--- src/rtl/seq_det_param_if.sv ---
// Signal bundle for seq_det_param: serial input, pattern-load controls and detector status.
// The bench drives through the master modport; the detector attaches through the slave modport.
interface seq_det_param_if #(
    parameter int PAT_LEN = 7,
    parameter int CNT_W   = 8
);
    localparam int FILL_W = $clog2(PAT_LEN + 1);

    logic               in;
    logic               in_valid;
    logic               load;
    logic [PAT_LEN-1:0] pattern;
    logic               mode_overlap;
    logic               cnt_clr;
    logic               out;
    logic [CNT_W-1:0]   match_cnt;
    logic [FILL_W-1:0]  fill;

    modport master (
        output in, in_valid, load, pattern, mode_overlap, cnt_clr,
        input  out, match_cnt, fill
    );

    modport slave (
        input  in, in_valid, load, pattern, mode_overlap, cnt_clr,
        output out, match_cnt, fill
    );
endinterface

--- src/rtl/seq_det_param.sv ---
// Serial pattern detector with run-time pattern load, overlap/non-overlap mode,
// a registered one-cycle match pulse and a saturating match counter.
module seq_det_param #(
    parameter int               PAT_LEN  = 7,
    parameter logic [PAT_LEN-1:0] PAT_INIT = 7'b1110010,
    parameter int               CNT_W    = 8
) (
    input  logic           clk,
    input  logic           reset,
    seq_det_param_if.slave bus
);
    localparam int FILL_W = $clog2(PAT_LEN + 1);
    localparam logic [FILL_W-1:0] FILL_MAX  = FILL_W'(PAT_LEN);
    localparam logic [FILL_W-1:0] FILL_NEAR = FILL_W'(PAT_LEN - 1);

    logic [PAT_LEN-2:0] hist_q, hist_d;
    logic [PAT_LEN-1:0] pat_q, pat_d;
    logic [FILL_W-1:0]  fill_q, fill_d;
    logic [CNT_W-1:0]   cnt_q, cnt_d, cnt_base;
    logic               out_q, out_d;
    logic [PAT_LEN-1:0] window;
    logic               hit;

    // The current bit completes the window, so history only needs PAT_LEN-1 bits.
    assign window = {hist_q, bus.in};

    always_comb begin
        hist_d   = hist_q;
        pat_d    = pat_q;
        fill_d   = fill_q;
        out_d    = 1'b0;
        hit      = 1'b0;
        cnt_base = bus.cnt_clr ? '0 : cnt_q;

        if (bus.load) begin
            pat_d  = bus.pattern;
            hist_d = '0;
            fill_d = '0;
        end else if (bus.in_valid) begin
            hist_d = window[PAT_LEN-2:0];
            hit    = (fill_q >= FILL_NEAR) && (window == pat_q);
            out_d  = hit;
            if (hit) begin
                // Non-overlap discards the bits consumed by this hit.
                fill_d = bus.mode_overlap ? FILL_MAX : '0;
            end else if (fill_q != FILL_MAX) begin
                fill_d = fill_q + 1'b1;
            end
        end

        cnt_d = cnt_base;
        if (hit && (cnt_base != {CNT_W{1'b1}})) begin
            cnt_d = cnt_base + 1'b1;
        end
    end

    always_ff @(posedge clk) begin
        if (reset) begin
            hist_q <= '0;
            pat_q  <= PAT_INIT;
            fill_q <= '0;
            cnt_q  <= '0;
            out_q  <= 1'b0;
        end else begin
            hist_q <= hist_d;
            pat_q  <= pat_d;
            fill_q <= fill_d;
            cnt_q  <= cnt_d;
            out_q  <= out_d;
        end
    end

    assign bus.out       = out_q;
    assign bus.match_cnt = cnt_q;
    assign bus.fill      = fill_q;
endmodule

--- src/flat_wrapper.sv ---
// flat-port wrapper written by rule: the top's interface ports become plain ports
module seq_det_param_flat 
#(
    parameter int               PAT_LEN  = 7,
    parameter logic [PAT_LEN-1:0] PAT_INIT = 7'b1110010,
    parameter int               CNT_W    = 8
)
  (clk, reset, bus_in, bus_in_valid, bus_load, bus_pattern, bus_mode_overlap, bus_cnt_clr, bus_out, bus_match_cnt, bus_fill);
  seq_det_param_if #(.PAT_LEN(PAT_LEN), .CNT_W(CNT_W)) bus_i ();
  input  logic clk;
  input  logic reset;
  input wire logic [$bits(bus_i.in)-1:0] bus_in;
  input wire logic [$bits(bus_i.in_valid)-1:0] bus_in_valid;
  input wire logic [$bits(bus_i.load)-1:0] bus_load;
  input wire logic [$bits(bus_i.pattern)-1:0] bus_pattern;
  input wire logic [$bits(bus_i.mode_overlap)-1:0] bus_mode_overlap;
  input wire logic [$bits(bus_i.cnt_clr)-1:0] bus_cnt_clr;
  output wire logic [$bits(bus_i.out)-1:0] bus_out;
  output wire logic [$bits(bus_i.match_cnt)-1:0] bus_match_cnt;
  output wire logic [$bits(bus_i.fill)-1:0] bus_fill;
  assign bus_i.in = bus_in;
  assign bus_i.in_valid = bus_in_valid;
  assign bus_i.load = bus_load;
  assign bus_i.pattern = bus_pattern;
  assign bus_i.mode_overlap = bus_mode_overlap;
  assign bus_i.cnt_clr = bus_cnt_clr;
  assign bus_out = bus_i.out;
  assign bus_match_cnt = bus_i.match_cnt;
  assign bus_fill = bus_i.fill;
  seq_det_param #(.PAT_LEN(PAT_LEN), .PAT_INIT(PAT_INIT), .CNT_W(CNT_W)) u_core (.clk(clk), .reset(reset), .bus(bus_i));
endmodule
--- config.mk ---
export PLATFORM = sky130hd
export DESIGN_NAME = seq_det_param_flat
export DESIGN_NICKNAME = d
export VERILOG_FILES = /design/src/rtl/seq_det_param_if.sv /design/src/rtl/seq_det_param.sv /design/src/flat_wrapper.sv
export SDC_FILE = /design/constraint.sdc
export NUM_CORES = 1
export LEC_CHECK = 0
export ABC_AREA = 1
export CAP_MARGIN = 20
export CORE_UTILIZATION = 31
export DETAILED_ROUTE_END_ITERATION = 12
export PLACE_DENSITY = 0.52
export SYNTH_ARGS = -nofsm -noshare
export SYNTH_HDL_FRONTEND = slang
export SYNTH_SLANG_ARGS = --single-unit
--- constraint.sdc ---
create_clock -name clk -period 1.85 [get_ports clk]
set_input_delay 0.555 -clock clk [delete_from_list [all_inputs] [get_ports clk]]
set_output_delay 0.555 -clock clk [all_outputs]
set_load 0.03 [all_outputs]
==> results.toml, run 1 <==
[detailed_routing]
drt-initial-drc-count = 64
drc = 0
wl_per_cell_um = 10.2
routed_via_density = 4.36
first_pass_iters = 4
wl_mm = 3.42
vias = 1459
drtAntennaViolNets = 0

[logic_synthesis]
syn-num-nets = 255
synth_cells = 238
syn_area_per_cell_um2 = 6.23
syn_area_um2 = 1480
yosys_warnings = 0
synth-seq-cells = 25
synth_cell_types = 22
synth_seq_area_share_pct = 33.8

[timing]
finClkSkew_ns = 0.00473
finalCritPeriodShare_pct = 97.6
setup_viol = 0
max_clock_freq_mhz = 554
hold_viol = 0
grt_setup_unrepaired = "false"
finalCriticalPeriod_ns = 1.81
tightest_slew_ns = 0.318
maxSlewHeadroom_pct = 78.7
drv_slew = 0
fin_tns_setup_ns = 0

[worst_setup_path]
crit_fanout = 1
cp_cell_sequence = "clkdlybuf4s50_1"
crit_path_max_incr_delay_ns = 0.66
path_delay_family = "buffers and inverters"
cp_slowest_cell = "clkdlybuf4s50_1"
start_kind = "flip-flop"
critPathBufInv = 1
path_class = "reg -> out"
crit_required_ns = 1.29
end_kind = "output pin"
cp.depth = 1
cp.arrival_ns = 1.25
reg2regPathDepth = 12

[clock_tree]
cts_tree = "built"
post-cts-setup-buffer-count = 0
clkSlewWorstSetupHoldPaths_ns = 0.09
cts-root-buf = "clkbuf_8"
cts_sinks = 25
cts_buffer_depth = 2
cts_buffers = 3
cts_max_level = 1
insertion_delay_ns = 0.27

[power]
switching_power_uw = 277
power_frac_seq_pct = 53.7
power.total_mw = 1.06
p_int_uw = 780
ir_drop_mv = 0.454
clock_power_share_pct = 31.2
p_per_area_nw_per_um2 = 535
p_comb_share_pct = 15.1
leakage_nw = 1.03
swShare_pct = 26.2

[worst_hold_path]
worstHoldPathType = "reg -> reg"
hold_depth = 2

[finish]
area_delta_synth_final_pct = 33.2
utilization_pct = 44.1
design_area_um2 = 1970
n_antenna_cell = 0
layout_commonest_cell = "nand2_1"
final_cell_mix = "nand2_1 (66), nor2_1 (38), inv_1 (36), dfxtp_1 (25), buf_4 (19)"
drive_gt1_share_pct = 14.5
finalNetCount = 301

[place]
gp_congestion = 0.794
hpwlAfterDp_mm = 2.81
place_area_um2 = 1930
portBuffers = 25

[grt]
grt_pass1_vias = 1344
grt_overflow = 0
grt_max_degree = 14
grt_usage_pct = 15.1
antenna_found_initial = 0
grt_pass1_wl_mm = 5.98

[floorplanning]
fp-row-count = 24
start_util_pct = 33.1
die_w_um = 71.2
die_area_um2 = 5060
io_pins = 26
design.core.area_um2 = 4470
die_h_um = 71.2

[job]
max_cap_violations = 0

[status]
status = "finished, final reports clean"
area by class of cell:
class                   instances  area (um2)
clock buffers                   4        45.0
fillers                       474        2500
inverters                      38         143
multi-input cells             172         832
flip-flops and latches         25         500
well taps                      52        65.1
repair buffers                 44         389
stage by stage:
step | worst slack [ns] | instances | hold WS (ns)
final | 0.0440 | 335 | 0.476
after detailed placement | -0.364 | 331 | 0.466
after global routing | 0.00282 | 335 | 0.496
after floorplan | 0.109 | 238 | 0.443
after global placement | -0.325 | 331 | 0.464
after CTS | 0.000683 | 335 | 0.481
power by group through the flow:
| stage | registers (mW) | clock network [mW] | logic [mW] |
|---|---|---|---|
| finish | 0.567 | 0.330 | 0.159 |
| global route | 0.570 | 0.369 | 0.185 |
| CTS | 0.568 | 0.354 | 0.162 |
| detailed placement | 0.580 | 0 | 0.164 |
| global placement | 0.580 | 0 | 0.164 |
| floorplan | 0.583 | 0 | 0.0887 |
routing by layer:
metal / wire, um / part of all wire, % / track usage, % / vias to the layer above
li1: - / - / - / 824
met1: 1650 / 48 / 19.0 / 619
met2: 1670 / 49 / 26.6 / 14
met3: 80 / 2.3 / 3.42 / 2
met4: 17 / 0.50 / 2.67 / 0
met5: 0 / 0 / 0 / -
cell usage after synthesis, drive strengths merged:
cell / number / area (um2)
buf: 1 / 7.51
nand2: 74 / 295
nor3: 1 / 5.00
o21ai: 13 / 65.1
a21oi: 17 / 85.1
ha: 3 / 37.5
dfxtp: 25 / 500
nand3: 11 / 77.6
nor4: 1 / 6.26
a21boi: 1 / 7.51
nand4: 4 / 25.0
clkbuf: 2 / 7.51
xor2: 3 / 26.3
inv: 38 / 143
nor2: 44 / 194
tightest hold or removal path, cell delays in order (launching register included):
cell	delay, ns
dfxtp_1	0.32
inv_1	0.06
a21oi_1	0.06
timing repair:
item                                    4_1_cts  5_1_grt
gates resized for setup                      11        4
pin swaps                                     1        1
endpoints found under the setup margin       10        7
hold buffers                                  0        0
path summary, 6_finish.rpt:
| path | to | from | slack [ns] |
|---|---|---|---|
| setup / recovery | bus_out | u_core.bus.out | 0.04 |
| hold / removal | u_core.pat_q[2] | u_core.pat_q[2] | 0.48 |
| setup reg to reg | u_core.bus.match_cnt[7] | u_core.bus.match_cnt[0] | 0.40 |
| hold reg to reg | u_core.pat_q[2] | u_core.pat_q[2] | 0.48 |
cell families (layout without fill, tap and decap cells):
kind of cell / after synthesis / in the layout / share of synthesized area [%]
xor gates and xnor gates: 3 / 3 / 1.77
AOI/OAI and AO/OA: 31 / 31 / 10.6
and+or+nand+nor: 135 / 135 / 40.7
buffers and inverters: 41 / 86 / 10.6
DFF: 25 / 25 / 33.8
adders and majority gates: 3 / 3 / 2.53
registers in the layout, indices dropped and copies added, names as in the netlist:
register,count
u_core.bus.fill,3
u_core.bus.match_cnt,8
u_core.bus.out,1
u_core.hist_q,6
u_core.pat_q,7
(Power assumes the default switching activity.)
==> run 2, diff against run 1 <==
--- a/config.mk
+++ b/config.mk
@@ -9,7 +9,6 @@
 export CAP_MARGIN = 20
 export CORE_UTILIZATION = 31
 export DETAILED_ROUTE_END_ITERATION = 12
-export PLACE_DENSITY = 0.52
 export SYNTH_ARGS = -nofsm -noshare
 export SYNTH_HDL_FRONTEND = slang
 export SYNTH_SLANG_ARGS = --single-unit
==> results.toml, run 2 (synthesis results as in run 1) <==
[finish]
layout_commonest_cell = "nand2_1"
finalNetCount = 307
design_area_um2 = 2030
largest_reg_flops = 8
n_fill_cell = 473
n_antenna_cell = 0
area_delta_synth_final_pct = 36.8
drive_gt1_share_pct = 17.3
utilization_pct = 45.3
final_cell_mix = "nand2_1 (65), nor2_1 (39), inv_1 (35), buf_4 (25), dfxtp_1 (25)"

[worst_setup_path]
path_class = "reg -> out"
critPathBufInv = 1
cp_cell_sequence = "clkdlybuf4s50_1"
crit_path_max_incr_delay_ns = 0.66
rr_startpoint = "u_core.bus.match_cnt[0]"
reg2regPathDepth = 12
worst-r2r-setup-slack_ns = 0.35
end_kind = "output pin"
cp.depth = 1
crit_fanout = 1
path_delay_family = "buffers and inverters"
cp.arrival_ns = 1.24
crit_required_ns = 1.29
start_kind = "flip-flop"
r2r-end = "u_core.bus.match_cnt[7]"
crit_end = "bus_out"
startpoint = "u_core.bus.out"
cp_slowest_cell = "clkdlybuf4s50_1"

[detailed_routing]
drtAntennaViolNets = 0
first_pass_iters = 6
drt-initial-drc-count = 71
wl_mm = 3.50
routed_via_density = 4.45
wl_per_cell_um = 10.3
drc = 0
vias = 1518

[place]
hpwlAfterDp_mm = 2.80
gp_congestion = 0.842
pre_cts_slack_ns = -0.350
portBuffers = 25
place_area_um2 = 1960

[grt]
grt_pass1_vias = 1428
grt_usage_pct = 15.4
grt_overflow = 0
grt_pass1_wl_mm = 6.15
grt_max_degree = 15
antenna_found_initial = 0

[timing]
finClkSkew_ns = 0.00645
drv_slew = 0
grt_setup_unrepaired = "false"
finalCriticalPeriod_ns = 1.80
setup_viol = 0
max_clock_freq_mhz = 556
maxSlewHeadroom_pct = 78.7
tightest_slew_ns = 0.319
hold_viol = 0
finalCritPeriodShare_pct = 97.2
setup_ws_ns = 0.0521

[power]
ir_drop_mv = 0.262
p_per_area_nw_per_um2 = 522
leakage_nw = 1.07
power.total_mw = 1.06

[floorplanning]
fp-row-count = 24
start_util_pct = 33.1
die_area_um2 = 5060
io_pins = 26
design.core.area_um2 = 4470
die_w_um = 71.2
die_h_um = 71.2

[clock_tree]
cts_buffer_depth = 2
cts_tree = "built"
cts_sinks = 25
cts_max_level = 1
cts_buffers = 3
cts-root-buf = "clkbuf_8"
insertion_delay_ns = 0.27
clkSlewWorstSetupHoldPaths_ns = 0.09

[job]
max_cap_violations = 0

[worst_hold_path]
worstHoldPathType = "reg -> reg"

[status]
status = "finished, final reports clean"
==> run 2: report_power, final <==
part	switching, mW	total, mW	internal, mW
logic	0.0917	0.165	0.0731
clock network	0.177	0.327	0.151
registers	0.0115	0.567	0.556
==> run 2: area by class of cell <==
type	count	area [um2]	share of cell area, %
inverter	38	143	7.03
clock buffer	3	41.3	2.04
tap	52	65.1	3.21
sequential	25	500	24.7
timing repair buffer	50	437	21.5
multi-input combinational	172	837	41.3
clock inverter	1	5.00	0.247
==> run 2: worst min-delay path by stage <==
stage	from	to	slack (ns)	cells past startpoint
finish	u_core.pat_q[2]	u_core.pat_q[2]	0.48	2
global route	u_core.pat_q[1]	u_core.pat_q[1]	0.50	2
CTS	u_core.pat_q[2]	u_core.pat_q[2]	0.48	2
detailed placement	u_core.pat_q[2]	u_core.pat_q[2]	0.46	2
global placement	u_core.pat_q[0]	u_core.pat_q[0]	0.46	2
floorplan	u_core.pat_q[0]	u_core.pat_q[0]	0.44	2
==> run 2: layer usage <==
layer / vias to the layer above / wire length [um] / track usage [%]
li1: 839 / - / -
met3: 4 / 91 / 2.14
met4: 0 / 28 / 4.67
met5: - / 0 / 0
met1: 652 / 1680 / 19.1
met2: 23 / 1710 / 27.4
==> run 2: through the flow <==
stage                     hold WS [ns]  cells  setup TNS [ns]
after CTS                        0.479    339         -0.0191
after floorplan                  0.443    238               0
after global placement           0.458    335           -2.69
after global routing             0.504    341               0
after detailed placement         0.464    335           -2.83
final                            0.478    341               0
==> run 2: timing repair <==
item,in CTS,in global routing
hold buffers,0,0
endpoints found under the setup margin,12,13
resized for setup,10,8
endpoints found under the hold margin,0,0
setup buffers,0,2
pin swaps,0,8
